`src/rtl/stepper_pkg.sv`:
```
// +------------------------------------------------------------------+
// | stepper_pkg : shared state encoding and direction constants       |
// | Rev 1.0                                                          |
// +------------------------------------------------------------------+
`default_nettype none

package stepper_pkg;

    localparam logic [2:0] ST_IDLE   = 3'b000;
    localparam logic [2:0] ST_HOME   = 3'b001;
    localparam logic [2:0] ST_SETTLE = 3'b010;
    localparam logic [2:0] ST_MOVE   = 3'b011;
    localparam logic [2:0] ST_FAULT  = 3'b100;

    localparam logic DIR_LEFT  = 1'b0;
    localparam logic DIR_RIGHT = 1'b1;

endpackage

`default_nettype wire

```
`src/rtl/step_pulse_gen.sv`:
```
// +------------------------------------------------------------------+
// | step_pulse_gen : half-period counter driving the step square wave |
// | Rev 1.0                                                          |
// +------------------------------------------------------------------+
`default_nettype none

module step_pulse_gen #(
    parameter int HALF_W = 20
) (
    input  logic              clk,
    input  logic              rst_n,
    input  logic              i_en,
    input  logic              i_stop,
    input  logic [HALF_W-1:0] i_half,
    output logic              o_step,
    output logic              o_rise,
    output logic              o_fall
);

    localparam logic [HALF_W-1:0] c_one = HALF_W'(1);

    logic [HALF_W-1:0] r_cnt;
    logic              r_step;
    logic              w_tick;

    assign w_tick = i_en && (r_cnt == (i_half - c_one));
    assign o_rise = w_tick && !r_step;
    assign o_fall = w_tick && r_step;
    assign o_step = r_step;

    // A stop request overrides a coincident toggle so the state that is
    // being left can never emit a fresh rising edge.
    always_ff @(posedge clk or negedge rst_n) begin
        if (!rst_n) begin
            r_cnt  <= '0;
            r_step <= 1'b0;
        end else if (i_stop || !i_en) begin
            r_cnt  <= '0;
            r_step <= 1'b0;
        end else if (w_tick) begin
            r_cnt  <= '0;
            r_step <= ~r_step;
        end else begin
            r_cnt  <= r_cnt + c_one;
        end
    end

endmodule

`default_nettype wire

```
`src/rtl/stepper_axis_ctrl.sv`:
```
// +------------------------------------------------------------------+
// | stepper_axis_ctrl : homing, absolute positioning and limit faults |
// | Rev 1.0                                                          |
// +------------------------------------------------------------------+
`default_nettype none

module stepper_axis_ctrl
    import stepper_pkg::*;
#(
    parameter int POS_W    = 16,
    parameter int HALF_W   = 20,
    parameter int DEF_HALF = 25000,
    parameter int MAX_POS  = 3200,
    parameter int SETTLE   = 4
) (
    input  logic              clock,
    input  logic              reset_n,
    input  logic              calibrate,
    input  logic              move_valid,
    output logic              move_ready,
    input  logic [POS_W-1:0]  target,
    input  logic [HALF_W-1:0] half_period,
    input  logic              abort,
    input  logic              end_left,
    input  logic              end_right,
    output logic              step,
    output logic              dir,
    output logic [POS_W-1:0]  current_pos,
    output logic              busy,
    output logic              homed,
    output logic              done,
    output logic              fault,
    output logic [2:0]        db_estado
);

    localparam int                c_sw          = (SETTLE > 1) ? $clog2(SETTLE) : 1;
    localparam logic [c_sw-1:0]   c_settle_last = c_sw'(SETTLE - 1);
    localparam logic [c_sw-1:0]   c_settle_one  = c_sw'(1);
    localparam logic [POS_W-1:0]  c_max_pos     = POS_W'(MAX_POS);
    localparam logic [POS_W-1:0]  c_pos_one     = POS_W'(1);
    localparam logic [HALF_W-1:0] c_def_half    = HALF_W'(DEF_HALF);

    logic [2:0]        r_state;
    logic [2:0]        w_next;
    logic              r_left_meta, r_left_sync;
    logic              r_right_meta, r_right_sync;
    logic [c_sw-1:0]   r_settle_cnt;
    logic [HALF_W-1:0] r_half;
    logic [POS_W-1:0]  r_tgt;
    logic [POS_W-1:0]  r_pos;
    logic              r_dir;
    logic              r_homed;
    logic              r_fault;
    logic              r_done;

    logic              w_step, w_rise, w_fall;
    logic              w_run, w_exit, w_low_ok, w_accept;
    logic              w_left_hit, w_right_hit;
    logic [POS_W-1:0]  w_tgt_clamped;
    logic [HALF_W-1:0] w_half_sel;

    assign w_tgt_clamped = (target > c_max_pos) ? c_max_pos : target;
    assign w_half_sel    = (half_period == '0) ? c_def_half : half_period;
    assign w_accept      = move_valid && move_ready;
    assign w_run         = (r_state == ST_HOME) || (r_state == ST_MOVE);
    assign w_low_ok      = !w_step || w_fall;
    assign w_exit        = w_run && (w_next != r_state);
    assign w_left_hit    = r_left_sync && (r_dir == DIR_LEFT);
    assign w_right_hit   = r_right_sync && (r_dir == DIR_RIGHT);

    assign step        = w_step;
    assign dir         = r_dir;
    assign current_pos = r_pos;
    assign homed       = r_homed;
    assign done        = r_done;
    assign fault       = r_fault;

    step_pulse_gen #(
        .HALF_W (HALF_W)
    ) u_step_gen (
        .clk    (clock),
        .rst_n  (reset_n),
        .i_en   (w_run),
        .i_stop (w_exit),
        .i_half (r_half),
        .o_step (w_step),
        .o_rise (w_rise),
        .o_fall (w_fall)
    );

    always_ff @(posedge clock or negedge reset_n) begin
        if (!reset_n) begin
            r_left_meta  <= 1'b0;
            r_left_sync  <= 1'b0;
            r_right_meta <= 1'b0;
            r_right_sync <= 1'b0;
        end else begin
            r_left_meta  <= end_left;
            r_left_sync  <= r_left_meta;
            r_right_meta <= end_right;
            r_right_sync <= r_right_meta;
        end
    end

    always_ff @(posedge clock or negedge reset_n) begin
        if (!reset_n) begin
            r_state <= ST_IDLE;
        end else begin
            r_state <= w_next;
        end
    end

    // Every exit from a stepping state is gated by w_low_ok, so step is
    // always low when the state changes.
    always_comb begin
        w_next = r_state;
        case (r_state)
            ST_IDLE: begin
                if (calibrate) begin
                    w_next = ST_HOME;
                end else if (w_accept && (w_tgt_clamped != r_pos)) begin
                    w_next = ST_SETTLE;
                end
            end
            ST_HOME: begin
                if (w_low_ok) begin
                    if (r_right_sync) begin
                        w_next = ST_FAULT;
                    end else if (r_left_sync) begin
                        w_next = ST_IDLE;
                    end
                end
            end
            ST_SETTLE: begin
                if (r_settle_cnt == c_settle_last) begin
                    w_next = ST_MOVE;
                end
            end
            ST_MOVE: begin
                if (w_low_ok) begin
                    if (w_left_hit || w_right_hit) begin
                        w_next = ST_FAULT;
                    end else if ((r_pos == r_tgt) || abort) begin
                        w_next = ST_IDLE;
                    end
                end
            end
            ST_FAULT: begin
                if (calibrate) begin
                    w_next = ST_HOME;
                end
            end
            default: w_next = ST_IDLE;
        endcase
    end

    always_comb begin
        move_ready = (r_state == ST_IDLE) && r_homed;
        busy       = (r_state == ST_HOME) || (r_state == ST_SETTLE) || (r_state == ST_MOVE);
        db_estado  = r_state;
    end

    always_ff @(posedge clock or negedge reset_n) begin
        if (!reset_n) begin
            r_settle_cnt <= '0;
        end else if (r_state == ST_SETTLE) begin
            r_settle_cnt <= r_settle_cnt + c_settle_one;
        end else begin
            r_settle_cnt <= '0;
        end
    end

    always_ff @(posedge clock or negedge reset_n) begin
        if (!reset_n) begin
            r_half  <= '0;
            r_tgt   <= '0;
            r_pos   <= '0;
            r_dir   <= DIR_LEFT;
            r_homed <= 1'b0;
            r_fault <= 1'b0;
            r_done  <= 1'b0;
        end else begin
            r_done <= 1'b0;
            case (r_state)
                ST_IDLE, ST_FAULT: begin
                    if (calibrate) begin
                        r_dir   <= DIR_LEFT;
                        r_fault <= 1'b0;
                        r_homed <= 1'b0;
                        r_half  <= w_half_sel;
                    end else if (w_accept) begin
                        r_tgt  <= w_tgt_clamped;
                        r_half <= w_half_sel;
                        if (w_tgt_clamped == r_pos) begin
                            r_done <= 1'b1;
                        end else begin
                            r_dir <= (w_tgt_clamped > r_pos) ? DIR_RIGHT : DIR_LEFT;
                        end
                    end
                end
                ST_HOME, ST_MOVE: begin
                    if (w_exit) begin
                        if (w_next == ST_FAULT) begin
                            r_fault <= 1'b1;
                            if (r_state == ST_MOVE && w_left_hit) begin
                                r_pos <= '0;
                            end else begin
                                r_homed <= 1'b0;
                            end
                        end else if (r_state == ST_HOME) begin
                            r_pos   <= '0;
                            r_homed <= 1'b1;
                            r_done  <= 1'b1;
                        end else if (r_pos == r_tgt) begin
                            r_done <= 1'b1;
                        end
                    end else if (w_rise) begin
                        if (r_dir == DIR_RIGHT) begin
                            if (r_pos < c_max_pos) begin
                                r_pos <= r_pos + c_pos_one;
                            end
                        end else if (r_pos != '0) begin
                            r_pos <= r_pos - c_pos_one;
                        end
                    end
                end
                default: begin
                end
            endcase
        end
    end

endmodule

`default_nettype wire

```
`config.mk`:
```
export PLATFORM = sky130hd
export DESIGN_NAME = stepper_axis_ctrl
export DESIGN_NICKNAME = d
export VERILOG_FILES = /design/src/rtl/stepper_pkg.sv /design/src/rtl/step_pulse_gen.sv /design/src/rtl/stepper_axis_ctrl.sv
export SDC_FILE = /design/constraint.sdc
export NUM_CORES = 1
export LEC_CHECK = 0
export ABC_CLOCK_PERIOD_IN_PS = 5150
export BUFFER_PORTS_ARGS = -buffer_cell sky130_fd_sc_hd__buf_2
export CAP_MARGIN = 15
export CORE_ASPECT_RATIO = 0.9
export CORE_MARGIN = 4
export CORE_UTILIZATION = 25
export DETAILED_ROUTE_END_ITERATION = 10
export PLACE_DENSITY_LB_ADDON = 0.2
export SLEW_MARGIN = 30
export SYNTH_ARGS = -nofsm -noshare
export SYNTH_HDL_FRONTEND = slang
export SYNTH_SLANG_ARGS = --single-unit
```
`constraint.sdc`:
```
create_clock -name clock -period 5.15 [get_ports clock]
set_clock_uncertainty 0.15 [all_clocks]
set_input_delay 1.03 -clock clock [delete_from_list [all_inputs] [get_ports clock]]
set_output_delay 1.03 -clock clock [all_outputs]
set_load 0.05 [all_outputs]
```
==> summary.txt, run 1 <==
Timing
  – Max Freq: 235 MHz
  – RSZ-0062 raised after global routing: no
  – Slew Viols, Final: 0
  – Final setup fails: 0
  – Final setup TNS: 0 ps
  – Worst-margin pin slew: 921 ps
  – Slew margin rel.: 38.3%
  – Final hold violations: 0
  – Minimum clock period: 4250 ps
  – Final worst path period share: 82.5%

Setup path
  – Setup crit end kind: flop
  – Crit-path max FO: 10
  – R2R Setup Slk: 1420 ps
  – Critical path launch point type: primary input
  – Worst setup path startpoint: target[3]
  – Kind of critical path: in -> reg
  – WP data arrival: 4330 ps
  – Worst Path Required: 5220 ps
  – Worst R2R Path Depth: 11
  – RR Endpoint: current_pos[15]
  – R2r startpoint: dir

CTS
  – H-Tree Depth: 3
  – CTS tree: yes
  – CTS Buf Count: 9
  – Post-CTS Setup Repair Bufs: 0
  – CTS root buffer: clkbuf_16
  – Sink Count: 86
  – Cts repair resizes: 0
  – Clock slew seen by the registers of the worst setup and hold paths: 60 ps
  – Later-pin clock latency in the skew report: 340 ps
  – CTS max path bufs: 2
  – CTS Hold Bufs: 0

Synthesis
  – Post-synth EDFFs: 0
  – Synth warn: 0
  – Unique masters post-synth: 74
  – Post-synthesis mux area share: 4.85%
  – Avg Inst Size Synth: 10.3 um^2
  – Synth Cell Area: 0.00577 mm^2
  – Post-Synth Simple-Gate Area: 19.7%
  – Compound-Gate Fraction of Synth Area: 14.7%
  – FF+latch count, synth: 86
  – Fraction of registers with async set/reset: 100%
  – Adder-cell share of the synthesized area: 7.50%
  – Post-Synth XOR/XNOR Area: 11.9%
  – Seq/Total Area, Yosys: 37.3%
  – Largest family of logic cells by synthesized area: simple AND/OR/NAND/NOR gates
  – Mapped Cells: 561
  – Most used DFF post-synth: dfrtp_1

Floorplanning
  – I/O pin cnt: 69
  – Starting density of the core: 25.6%
  – Chip Height: 152 um
  – DIE WIDTH: 168 um
  – Die area: 0.0256 mm^2
  – Placeable Area: 0.0226 mm^2
  – Row Count: 52

Route
  – Avg WL per Cell: 16.4 um
  – Post-route ant nets: 0
  – Initial DRT Pass Iterations: 5
  – Vias/cell: 4.83
  – Via count: 4497
  – DR iter-0 viols: 201
  – WL final: 15300 um
  – # DRC: 0

Finish
  – Design area: 0.00667 mm^2
  – Most common cell after layout, fill and taps aside: dfrtp_1
  – Final net count: 709
  – Ant. Diodes: 0
  – Most frequent cells in the layout: dfrtp_1 (86), buf_2 (67), xor2_1 (40)
  – Share of cells above drive strength 1: 22.8%
  – Syn-to-layout area delta: 15.6%

Global route
  – Vias in the first global route: 4760
  – First-pass GRT wire length: 25600 um
  – Total GRT Usage: 12.3%
  – Total grt overflow: 0
  – Largest net degree at the start of global routing: 45
  – Initial antenna violation count: 0

Pwr
  – LEAKAGE: 2.88 nW
  – Clock power frac: 24.2%
  – Worst vdd ir: 0.373 mV
  – Int Pwr: 1.51 mW
  – Gate power share: 35.9%
  – P_sw: 0.983 mW
  – Pwr dens: 373 mW/mm^2
  – Total Power: 2.49 mW
  – Sequential share of power: 39.8%
  – Sw frac: 39.4%

Placed design
  – HPWL after DPL: 11800 um
  – Placed inst area: 0.00641 mm^2
  – Placer Congestion: 0.835
  – PortBufs: 68

Hold path
  – Worst min path class: reg -> reg
  – Hold Path End: r_left_sync
  – Hold path start: r_left_meta
  – Hold path depth: 0

Outcome
  – Status: finished, final reports clean

Run
  – Max_cap viols: 0
-- cell usage after synthesis, drive strengths merged (7+ instances only) --
cell	instances	area, um^2
nand2	26	97.6
o2bb2ai	14	123
o211ai	9	67.6
o21a	8	67.6
nor2	43	302
a21o	12	97.6
o21ai	12	60.1
inv	32	120
buf	7	81.3
a21oi	11	55.1
and2	15	93.8
ha	33	413
xnor2	36	315
xor2	40	350
clkbuf	7	26.3
nor3	9	50.1
nand3	23	120
nand4	10	62.6
nor4	17	134
mux2	24	270
and3	8	50.1
dfrtp	86	2150
-- power by group through the flow --
stage                     combinational, mW  sequential [mW]  clock, mW
after detailed placement              0.895             1.01          0
after global placement                0.883             1.00          0
after floorplan                       0.693            0.986          0
final                                 0.895            0.992      0.604
after global routing                  0.992             1.01      0.652
after CTS                             0.901            0.994      0.625
-- cells by family after synthesis --
kind of cell,count (synthesis)
other,1
and+or+nand+nor,181
muxes,25
adders and majority gates,34
xor gates and xnor gates,77
DFF,86
AOI/OAI and AO/OA,111
buffers and inverters,46
-- worst max-delay path by stage --
stage	endpoint	slack, ps	depth (start not counted)
final	dir	900	17
after global routing	dir	700	17
after CTS	dir	890	17
after detailed placement	dir	530	17
after global placement	dir	630	17
after floorplan	dir	850	15
-- area by class of cell --
| type | count | area, um^2 |
|---|---|---|
| clock buffer | 12 | 246 |
| sequential | 86 | 2150 |
| inverter | 32 | 120 |
| timing repair buffer | 71 | 365 |
| clock inverter | 2 | 10.0 |
| fill | 2378 | 15900 |
| multi-input combinational | 432 | 3410 |
| tap | 297 | 372 |
-- critical path, cell delays in order --
cell and delay, ps:
buf_2 100, or4_1 500, o41ai_1 300, nand2_1 120, a31oi_1 190, buf_4 180, and2_1 160, ha_1 250
nor2b_1 140, o21a_1 160, o21a_1 160, o21a_1 170, o21a_1 170, o21a_1 160, o211ai_1 160, a21oi_1 90
o32a_1 280
-- routing by layer --
layer,global-route usage (%),part of all wire (%),vias up
met5,0,0,-
met4,3.86,1.3,0
met2,18.3,43,87
li1,-,-,2180
met3,1.95,3.6,10
met1,18.3,52,2220
-- metrics by stage --
stage                     worst slack [ps]  std cells  utilization [%]  hold slack, ps
after floorplan                        848        564                -             181
after global placement                 632        918             28.4             184
after detailed placement               527        918             28.4             185
after CTS                              892        932             29.5             199
after global routing                   704        932             29.6             203
final                                  899        932             29.6             197
-- state kept, by name (all words and copies together) (netlist names), 2 cells and up --
name and flops:
current_pos 16, db_estado 3, r_half 20, r_settle_cnt 2, r_tgt 16, u_step_gen.r_cnt 20
Power figures use the tool's default switching activity.
==> run 2, diff against run 1 <==
--- a/config.mk
+++ b/config.mk
@@ -5,7 +5,7 @@
 export SDC_FILE = /design/constraint.sdc
 export NUM_CORES = 1
 export LEC_CHECK = 0
-export ABC_CLOCK_PERIOD_IN_PS = 5150
+export ABC_CLOCK_PERIOD_IN_PS = 3900
 export BUFFER_PORTS_ARGS = -buffer_cell sky130_fd_sc_hd__buf_2
 export CAP_MARGIN = 15
 export CORE_ASPECT_RATIO = 0.9
==> constraint.sdc (replaced) <==
create_clock -name clock -period 3.9 [get_ports clock]
set_clock_uncertainty 0.15 [all_clocks]
set_input_delay 0.78 -clock clock [delete_from_list [all_inputs] [get_ports clock]]
set_output_delay 0.78 -clock clock [all_outputs]
set_load 0.05 [all_outputs]
==> run 2 against run 1 <==
- clock-buffer cell count fell by 3
- total power grew 36%
- utilization increased by 0.70 points
- critical path type unchanged
- highest routed layer unchanged
- final area is 2.4% higher
- die area did not move
- worst setup slack lost 720 ps
- largest power group unchanged
==> summary.txt, run 2 (same netlist as run 1, synthesis figures left out) <==
Floorplanning
  – Row Count: 52 (unchanged)
  – Die area: 0.0256 mm^2 (unchanged)
  – DIE WIDTH: 168 um (unchanged)
  – I/O pin cnt: 69 (unchanged)
  – Placeable Area: 0.0226 mm^2 (unchanged)
  – Chip Height: 152 um (unchanged)
  – Starting density of the core: 25.6% (unchanged)

Outcome
  – Status: finished, final reports clean

Finish
  – Post-layout util: 30.3% (+0.70 points)
  – Final net count: 721 (+1.7%)
  – Area occupied by registers: 0.00215 mm^2 (unchanged)
  – Share of cells above drive strength 1: 25.0% (+2.1 points)
  – Fill count: 2335 (-1.8%)
  – Syn-to-layout area delta: 18.3%
  – Top flop regs: r_half: 20 flops, u_step_gen.r_cnt: 20 flops
  – Most common cell after layout, fill and taps aside: dfrtp_1
  – Most frequent cells in the layout: dfrtp_1 (86), buf_2 (67), xor2_1 (40)
  – Final non-filler cell total: 946 (+1.5%)
  – Ant. Diodes: 0 (unchanged)
  – Design area: 0.00683 mm^2 (+2.4%)
  – Footprint of the multi-input gates: 0.00344 mm^2 (+0.84%)

Route
  – Initial DRT Pass Iterations: 6 (+1)
  – DR iter-0 viols: 242 (+20%)
  – Vias/cell: 4.78 (-0.84%)
  – WL final: 15400 um (+0.68%)
  – Post-route ant nets: 0 (unchanged)
  – Via count: 4526 (+0.64%)
  – Avg WL per Cell: 16.3 um (-0.81%)
  – # DRC: 0 (unchanged)

Setup path
  – R2R Setup Slk: 310 ps (-1110 ps)
  – Setup crit end kind: flop
  – Kind of critical path: in -> reg
  – Worst Path Required: 3990 ps (-1230 ps)
  – Critical path launch point type: primary input
  – WP data arrival: 3810 ps (-520 ps)
  – Crit-path max FO: 2 (-8)

Timing
  – Minimum clock period: 3720 ps
  – Slew Viols, Final: 0 (unchanged)
  – WHS: 203 ps (+6.39 ps)
  – RSZ-0062 raised after global routing: yes
  – Final setup fails: 0 (unchanged)
  – Final hold violations: 0 (unchanged)
  – Max Freq: 269 MHz
  – Final setup TNS: 0 ps (unchanged)
  – Worst-margin pin slew: 866 ps (-55.2 ps)
  – Final worst path period share: 95.5%
  – Slew margin rel.: 42.0% (+3.7 points)
  – Setup ws final: 177 ps (-723 ps)

CTS
  – CTS tree: yes
  – Clock slew seen by the registers of the worst setup and hold paths: 70 ps (about the same)
  – CTS max path bufs: 2 (unchanged)
  – H-Tree Depth: 3 (unchanged)
  – CTS root buffer: clkbuf_16
  – CTS Buf Count: 9 (unchanged)
  – Sink Count: 86 (unchanged)
  – Later-pin clock latency in the skew report: 350 ps (about the same)
  – CTS Hold Bufs: 0 (unchanged)

Placed design
  – HPWL after DPL: 12000 um (+2.0%)
  – Placed inst area: 0.00653 mm^2 (+1.8%)
  – Placer Congestion: 0.841 (+0.77%)
  – Post-placement setup slack: -280 ps (-806 ps)
  – Inst Count DP: 930 (+1.3%)
  – PortBufs: 68 (unchanged)

Pwr
  – Pwr dens: 496 mW/mm^2 (+33%)
  – Total Power: 3.39 mW (+36%)
  – LEAKAGE: 2.95 nW (+2.5%)
  – Worst vdd ir: 0.378 mV (+1.4%)

Global route
  – First-pass GRT wire length: 25700 um (+0.32%)
  – Largest net degree at the start of global routing: 45 (unchanged)
  – Total GRT Usage: 12.3% (+0.028 points)
  – Initial antenna violation count: 0 (unchanged)
  – Vias in the first global route: 4656 (-2.2%)
  – Total grt overflow: 0 (unchanged)

Hold path
  – Worst min path class: reg -> reg

Run
  – Max_cap viols: 0 (unchanged)
==> run 2: changes by cell type in the layout (fill, tap and decap cells not counted), sizes merged <==
cell,change
clkinv,-1
inv,+2
buf,+12
clkbuf,-3
clkinvlp,+4
==> run 2: cell type report <==
class	instances	area share, %
Clock buffer	9	3.30
Tap cell	297	5.44
Clock inverter	7	0.861
Sequential cell	86	31.5
Timing Repair Buffer	83	6.85
Multi-Input combinational cell	432	50.3
Inverter	32	1.76
==> run 2: worst paths after layout <==
| check | cells after the start | to | start |
|---|---|---|---|
| max in group asynchronous | 2 | r_half[12] | reset_n |
| max | 16 | dir | target[3] |
| min reg2reg | 0 | r_right_sync | r_right_meta |
| max reg2reg | 13 | u_step_gen.r_cnt[2] | r_half[1] |
| min in group asynchronous | 1 | r_tgt[3] | reset_n |
| min | 0 | r_right_sync | r_right_meta |
==> run 2: where the power goes <==
group | internal [mW] | switching [mW] | leakage [nW]
Combinational | 0.542 | 0.712 | 1.69
Sequential | 1.05 | 0.247 | 1.13
Clock | 0.440 | 0.399 | 0.126
==> run 2: metal layers <==
metal,track usage (%),share of wire (%)
met3,2.91,3.9
met4,2.36,0.80
met5,0,0
met2,18.5,44
met1,18.2,51
==> run 2: what timing repair did <==
action / CTS / global route
resized for setup: 0 / 2
buffers inserted: 0 / 0
setup endpoints to repair: 0 / 15
endpoints found under the hold margin: 0 / 0
==> run 2: critical path, stage by stage <==
cell	delay (ps)
buf_2	100
or4_1	540
o41ai_2	240
nand2_1	130
a31oi_4	140
and2_1	160
ha_1	240
nor2b_1	130
o21a_1	160
o21a_1	160
o21a_1	160
o21a_1	160
o21a_1	160
o211ai_1	180
a21oi_1	90
o32a_1	280
